===== config.mk =====
export PLATFORM = sky130hd
export DESIGN_NAME = sound_glu
export DESIGN_NICKNAME = d
export VERILOG_FILES = /design/src/rtl/sound_glu_pkg.sv /design/src/rtl/sound_glu.sv
export SDC_FILE = /design/constraint.sdc
export NUM_CORES = 1
export LEC_CHECK = 0
export CORE_MARGIN = 1.5
export CORE_UTILIZATION = 46
export CTS_CLUSTER_DIAMETER = 100
export DETAILED_ROUTE_END_ITERATION = 8
export MAX_ROUTING_LAYER = met4
export PLACE_DENSITY = 0.76
export SYNTH_ARGS = -nofsm -noshare
export SYNTH_HDL_FRONTEND = slang
export SYNTH_SLANG_ARGS = --single-unit

===== constraint.sdc =====
create_clock -name CLK_14M -period 2.15 [get_ports CLK_14M]
set_input_delay 0.43 -clock CLK_14M [delete_from_list [all_inputs] [get_ports CLK_14M]]
set_output_delay 0.43 -clock CLK_14M [all_outputs]
set_load 0.1 [all_outputs]

===== src/rtl/sound_glu_pkg.sv =====
// Shared constants for the sound GLU: register map, CTRL bit positions,
// FSM state encoding and the host-slot offset after each oscillator pulse.
package sound_glu_pkg;

  localparam logic [1:0] REG_CTRL    = 2'd0;
  localparam logic [1:0] REG_DATA    = 2'd1;
  localparam logic [1:0] REG_ADDR_LO = 2'd2;
  localparam logic [1:0] REG_ADDR_HI = 2'd3;

  localparam int CTRL_BUSY = 7;
  localparam int CTRL_TGT  = 6;
  localparam int CTRL_AINC = 5;

  localparam int HOST_SLOT_DELAY = 2;

  typedef enum logic [2:0] {
    IDLE,
    DOC_ACC,
    DOC_CAP,
    RAM_WAIT,
    RAM_ACC,
    RAM_CAP
  } state_e;

endpackage


===== src/rtl/sound_glu.sv =====
// CPU-side glue for the ES5503 DOC and its sound RAM: CTRL/DATA/ADDR regs,
// host-slot RAM arbitration. Optional SOUND_GLU_AUTOINC_EN enables address auto-increment.
module sound_glu
  import sound_glu_pkg::*;
(
  input  logic        CLK_14M,
  input  logic        reset,
  input  logic [1:0]  cpu_addr,
  input  logic        cpu_wr,
  input  logic        cpu_rd,
  input  logic [7:0]  cpu_din,
  output logic [7:0]  cpu_dout,
  input  logic        doc_osc_en,
  input  logic [16:0] doc_addr,
  input  logic [7:0]  doc_data_in,
  output logic        doc_wr,
  output logic        doc_host_en,
  output logic [7:0]  doc_reg_addr,
  output logic [7:0]  doc_reg_data,
  output logic [15:0] ram_addr,
  output logic        ram_we,
  output logic [7:0]  ram_din,
  input  logic [7:0]  ram_dout,
  output logic [3:0]  volume
);

`ifdef SOUND_GLU_AUTOINC_EN
  localparam bit AUTOINC = 1'b1;
`else
  localparam bit AUTOINC = 1'b0;
`endif

  state_e      state_q, state_d;
  logic [1:0]  slot_cnt_q, slot_cnt_d;
  logic        tgt_q, ainc_q;
  logic [3:0]  vol_q;
  logic [15:0] addr_q, addr_d;
  logic [15:0] acc_addr_q;
  logic [7:0]  wdata_q;
  logic        acc_wr_q;
  logic [7:0]  latch_q, latch_d;
  logic        busy, start, slot_soon, done;

  logic unused_doc_addr_msb;
  assign unused_doc_addr_msb = doc_addr[16];

  assign busy  = (state_q != IDLE);
  assign start = (cpu_wr | cpu_rd) & (cpu_addr == REG_DATA) & ~busy;

  // Counter reloads on every oscillator pulse; the slot is the cycle it reads 1.
  always_comb begin
    slot_cnt_d = slot_cnt_q;
    if (doc_osc_en)              slot_cnt_d = 2'(HOST_SLOT_DELAY);
    else if (slot_cnt_q != 2'd0) slot_cnt_d = slot_cnt_q - 2'd1;
  end
  assign slot_soon = (slot_cnt_d == 2'd1);

  always_comb begin
    state_d = state_q;
    latch_d = latch_q;
    done    = 1'b0;
    case (state_q)
      IDLE:
        if (start) begin
          if (tgt_q) state_d = slot_soon ? RAM_ACC : RAM_WAIT;
          else       state_d = DOC_ACC;
        end
      DOC_ACC:
        if (acc_wr_q) begin
          done    = 1'b1;
          state_d = IDLE;
        end else begin
          state_d = DOC_CAP;
        end
      DOC_CAP: begin
        latch_d = doc_data_in;
        done    = 1'b1;
        state_d = IDLE;
      end
      RAM_WAIT:
        if (slot_soon) state_d = RAM_ACC;
      RAM_ACC:
        if (acc_wr_q) begin
          done    = 1'b1;
          state_d = IDLE;
        end else begin
          state_d = RAM_CAP;
        end
      RAM_CAP: begin
        latch_d = ram_dout;
        done    = 1'b1;
        state_d = IDLE;
      end
      default: state_d = IDLE;
    endcase
  end

  // A CPU write to an address byte overrides that byte of the increment.
  always_comb begin
    addr_d = addr_q;
    if (AUTOINC && done && ainc_q) addr_d = addr_q + 16'd1;
    if (cpu_wr && cpu_addr == REG_ADDR_LO) addr_d[7:0]  = cpu_din;
    if (cpu_wr && cpu_addr == REG_ADDR_HI) addr_d[15:8] = cpu_din;
  end

  always_ff @(posedge CLK_14M) begin
    if (reset) begin
      state_q    <= IDLE;
      slot_cnt_q <= 2'd0;
      tgt_q      <= 1'b0;
      ainc_q     <= 1'b0;
      vol_q      <= 4'd0;
      addr_q     <= 16'd0;
      acc_addr_q <= 16'd0;
      wdata_q    <= 8'd0;
      acc_wr_q   <= 1'b0;
      latch_q    <= 8'd0;
    end else begin
      state_q    <= state_d;
      slot_cnt_q <= slot_cnt_d;
      addr_q     <= addr_d;
      latch_q    <= latch_d;
      if (cpu_wr && cpu_addr == REG_CTRL) begin
        tgt_q  <= cpu_din[CTRL_TGT];
        ainc_q <= cpu_din[CTRL_AINC];
        vol_q  <= cpu_din[3:0];
      end
      if (start) begin
        acc_addr_q <= addr_q;
        wdata_q    <= cpu_din;
        acc_wr_q   <= cpu_wr;
      end
    end
  end

  always_comb begin
    cpu_dout = 8'd0;
    case (cpu_addr)
      REG_CTRL:    cpu_dout = {busy, tgt_q, ainc_q, 1'b0, vol_q};
      REG_DATA:    cpu_dout = latch_q;
      REG_ADDR_LO: cpu_dout = addr_q[7:0];
      default:     cpu_dout = addr_q[15:8];
    endcase
  end

  assign doc_host_en  = ~reset & (state_q == DOC_ACC);
  assign doc_wr       = doc_host_en & acc_wr_q;
  assign doc_reg_addr = acc_addr_q[7:0];
  assign doc_reg_data = wdata_q;
  assign ram_addr     = (state_q == RAM_ACC) ? acc_addr_q : doc_addr[15:0];
  assign ram_we       = ~reset & (state_q == RAM_ACC) & acc_wr_q;
  assign ram_din      = wdata_q;
  assign volume       = vol_q;

endmodule

### Word level (Yosys, flattened, before mapping)

Cells that the tools add are included.
W data, S select, Z words.

* bits in registers: 60
* bits in latches: 0
* RAM bits: 0
* ROM bits: 0
* input bits: 48
* output and inout port bits: 55
* word-level logic and storage cells: 53
* memories kept: 0

* add/sub/neg operators: 1
* multiply operators: 0
* div/mod/pow operators: 0
* magnitude comparators: 0
* equal/unequal tests: 11
* shift-type cells: 0
* multiplexer cells: 12
* bitwise operators: 9
* reduce and logical (&&, ||, !) cells: 9

Operators with widths (count)
* $pmux W8 S3: 1
* $mux W16: 1
* $pmux W8 S2: 1
* $mux W3: 5
* $pmux W3 S4: 1
* $and A1 B1 Y1: 6
* $eq A3 B2 Y1 const B: 2
* $eq A3 B3 Y1 const B: 2
* $mux W2: 3
* $eq A2 B1 Y1 const B: 2
* $eq A2 B2 Y1 const B: 2
* $ne A2 B2 Y1 const B: 2
* $reduce_bool A2 Y1: 2
* $eq A3 B1 Y1 const B: 1
* $logic_and A1 B1 Y1: 3
* $logic_not A3 Y1: 1
* $reduce_bool A3 Y1: 1
* $logic_not A2 Y1: 1
* $not A1 Y1: 2
* $reduce_and A2 Y1: 1
* $sub A2 B1 Y2 const B: 1
* $or A1 B1 Y1: 1

### Depth between registers and ports, before layout

* depth in word-level cells: 8
* depth in mapped cells: 6
* gate-level depth less buffers: 3

### Worst setup path before layout

Ideal clock, no wire load.

* path type: in2out
* start point: input reset
* end point: output doc_wr
* arrival: 4758 ps
* data required time: 1720 ps
* path slack: -3038 ps
* cell stages on the path: 3
* path buffers: 1
* path through: clkbuf_1 nor4b_1 and2_1

* cells in the longest elaborated chain, start to end: 3

Ends and longest elaborated chain
* start, declared: RTL line sound_glu.sv:7 `input logic reset,`
* $not A1 Y1: RTL line sound_glu.sv:146 `assign doc_host_en = ~reset & (state_q == DOC_ACC);`
* $and A1 B1 Y1: RTL line sound_glu.sv:146
* named net doc_host_en: RTL line sound_glu.sv:17 `output logic doc_host_en,`
* $and A1 B1 Y1: RTL line sound_glu.sv:147 `assign doc_wr = doc_host_en & acc_wr_q;`
* end, declared: RTL line sound_glu.sv:16 `output logic doc_wr,`

The timed path passes the listed nets, and every way through them passes these cells.

### Worst setup path after layout

* start point: register state_q[0]
* end point: output cpu_dout[7]

* cells in the longest elaborated chain, start to end: 2

Ends and longest elaborated chain
* start, declared: RTL line sound_glu.sv:33 `state_e state_q, state_d;`
* start signal, assigned: RTL line sound_glu.sv:119 `state_q <= state_d;`
* $reduce_bool A3 Y1: RTL line sound_glu.sv:47 `assign busy = (state_q != IDLE);`
* $pmux W8 S3: RTL line sound_glu.sv:138 `case (cpu_addr)`
* end, declared: RTL line sound_glu.sv:12 `output logic [7:0] cpu_dout,`

Every way passes these cells.

==> impl_metrics.csv <==
group,metric,value,unit
grt,grt_max_degree,34,
logic_synthesis,synthMostInstantiatedCell,"dfxtp_1",
cells_and_area,fill_cells,473,
cells_and_area,post_route_cells_drive_above_1_share,0.3260,
logic_synthesis,yosysWarnings,0,
routing,ant_nets,0,
grt,grt_overflow,0,
sta,slew-limit-headroom,0.6260,
setup_path,critPathArrivalTime,1.74,ns
run_status,violations,"design-rule violations, negative setup slack",
setup_path,crit_buf_inv,1,
logic_synthesis,synth_top_area_frac,0.3887,
sta,slew_violations,0,
sta,fmax,460.3,MHz
setup_path,crit_start,"state_q[0]$_SDFFE_PP0P_",
cells_and_area,syn2layout_area_growth,48.06,%
sta,worst_slack,-0.02270,ns
hold_path,hold_start,"acc_addr_q[8]$_SDFFE_PP0P_",
logic_synthesis,yosysUniqueCellTypes,40,
sta,hold_viol_final,0,
cells_and_area,multi_input_area,1619,um^2
die,dieHeight,84.97,um
hold_path,min_path_cells,2,
cts,htreeDepth,3,
logic_synthesis,yosysTopAreaCell,"dfxtp_1",
grt,grt_pass1_wl,13.78,mm
logic_synthesis,ys_ff_latch,60,
placement,post-place-ws,-0.1576,ns
setup_path,path_delay_family,"multiplexers",
cts,numClockSinks,60,
die,core,6422,um^2
setup_path,required,1.72,ns
grt,antenna_found_initial,0,
cts,clk_latency,0.34,ns
placement,globalplace.congestion,0.8610,
setup_path,crit_type,"reg -> out",
setup_path,critical_path.slowest_cell,"mux4_2",
logic_synthesis,synthTopCellsByCount,"dfxtp_1, nor2_1, mux2i_1",
sta,fin_worst_skew,0.008892,ns
sta,tightest_slew,0.5592,ns
cells_and_area,fin_cells,488,
setup_path,cp-start-kind,"register",
hold_path,holdCritPathClass,"reg -> reg",
routing,avgRoutedWirePerCell,17.41,um
die,rows,29,
setup_path,cp.depth,3,
setup_path,r2r.worst_path.cells,4,
routing,finalWirelength,8.494,mm
cells_and_area,antenna_cells,0,
sta,hold_slack,0.4733,ns
placement,numPortBuffers,101,
routing,via_per_inst,5.701,
logic_synthesis,syn_area,3090,um^2
logic_synthesis,synth_seq_area_share,0.3887,
setup_path,timing.rr.start,"state_q[1]$_SDFFE_PP0P_",
power_and_ir_drop,ir_drop,442.7,uV
routing,num_vias,2782,
die,start_util,0.4812,
sta,setup_viol,1,
routing,dr.pass1.iters,6,
cells_and_area,seq_area,1204,um^2
logic_synthesis,synth_ff_type,"dfxtp_1",
placement,hpwl,6.239,mm
setup_path,path_max_fanout,5,
die,fp.dieW,84.97,um
cts,cts.path.max_buffers,2,
cells_and_area,final_core_util,0.7124,
logic_synthesis,avgSynthCellArea,9.718,um^2
cells_and_area,final_area,4576,um^2
cts,cts_tree,"done",
routing,drt_iter0_markers,218,
cts,path_clk_slew,0.07,ns
routing,drc,8,
grt,grt_pass1_vias,2668,
sta,rsz0062_at_grt,"yes",
logic_synthesis,netlist_instances,318,
cts,cts-root-buf,"clkbuf_8",
cts,cts_hold_buffers,0,
sta,fin_setup_tns,-0.02270,ns
setup_path,crit_chain,"or3_4 -> mux4_2 -> buf_12",
die,fp.dieArea,7219,um^2
logic_synthesis,synth.net_count,366,
placement,numPlacedInstances,472,
setup_path,cp_slowest_stage_delay,0.50,ns
power_and_ir_drop,power,3.087,mW
logic_synthesis,synthArstFlopShare,0,
grt,grt_use_total,0.2538,
sta,timing.final.crit_share,1.011,
power_and_ir_drop,total_leakage_power,1.888,nW
logic_synthesis,synth_edf_count,0,
cts,cts_buffers,9,
placement,place_area,4339,um^2
setup_path,cp-end-kind,"output pin",
run,cap_violations,0,
die,pin_count,103,
logic_synthesis,synthTopCellsByArea,"dfxtp_1, mux2i_1, mux2_2",
sta,min_period,2.173,ns
power_and_ir_drop,power.density,674.6,nW/um^2
run_status,status,"complete, but fails checks",
cells_and_area,layout.nets,454,
-- repair_timing --
action                     CTS  global route
resized for setup            6             0
pin swaps                    1             2
setup endpoints to repair   18            18
buffers inserted             1             0
-- tightest hold or removal path, delay by kind of cell (launching register included) --
family | cells | cell delay, ns
DFF | 1 | 0.31
AOI/OAI and AO/OA | 2 | 0.12
-- kinds of logic (layout without fill, tap and decap cells) --
| group | count (synthesis) | in the layout | synth area share |
|---|---|---|---|
| and+or+nand+nor | 85 | 85 | 0.1538 |
| DFF | 60 | 60 | 0.3887 |
| buffers and inverters | 51 | 144 | 0.1012 |
| AOI/OAI and AO/OA | 68 | 68 | 0.1462 |
| muxes | 54 | 54 | 0.2101 |
-- power breakdown --
| group | total [mW] | switching, mW | internal, mW |
|---|---|---|---|
| Clock | 1.14 | 0.462 | 0.681 |
| Combinational | 0.774 | 0.491 | 0.282 |
| Sequential | 1.17 | 0.0270 | 1.14 |
| Total | 3.09 | 0.981 | 2.11 |
-- cell type report --
class,count,area share
sequential,60,0.2631
inverter,2,0.001641
clock buffer,10,0.03008
clock inverter,6,0.01914
timing repair buffer,126,0.3112
tap,77,0.02106
multi-input combinational,207,0.3538
-- cell usage in the layout (no fill, tap or decap), types with 2 or more instances in the layout --
cell             count
dfxtp_1             58
clkbuf_8            10
nand2_1              4
buf_12              29
mux2i_1             30
clkinvlp_4           3
o31ai_1             25
mux4_2               7
nor2_1              34
dfxtp_2              2
nand3_1              2
inv_1                2
buf_4               49
nand4_1             24
bufinv_16            2
a21oi_1             26
clkdlybuf4s50_1     43
or3b_1               3
mux2_2              17
buf_6                2
nand2b_1             2
dlygate4sd2_1        2
a211oi_1             9
nor3b_2              2
nor2b_1              2
nand3b_1             2
-- routing by layer --
layer,routed length (um),vias up,GRT usage
met2,4170,113,0.4076
met3,645,4,0.07198
met5,0,-,-
met4,52,0,0.07154
met1,3627,1321,0.3128
li1,-,1344,-
-- flip-flops by register name, summed over array words and instances, names as in the netlist --
name and count:
acc_addr_q 16, addr_q 16, doc_reg_data 8, latch_q 8, volume 4, state_q 3
slot_cnt_q 2, acc_wr_q 1, ainc_q 1, tgt_q 1
-- final timing paths --
| check | end | slack (ns) |
|---|---|---|
| max reg2reg | latch_q[6]$_SDFFE_PP0P_ | 0.42 |
| max | cpu_dout[7] | -0.02 |
| min reg2reg | acc_addr_q[8]$_SDFFE_PP0P_ | 0.47 |
| min | acc_addr_q[8]$_SDFFE_PP0P_ | 0.47 |
(Power assumes the default switching activity.)
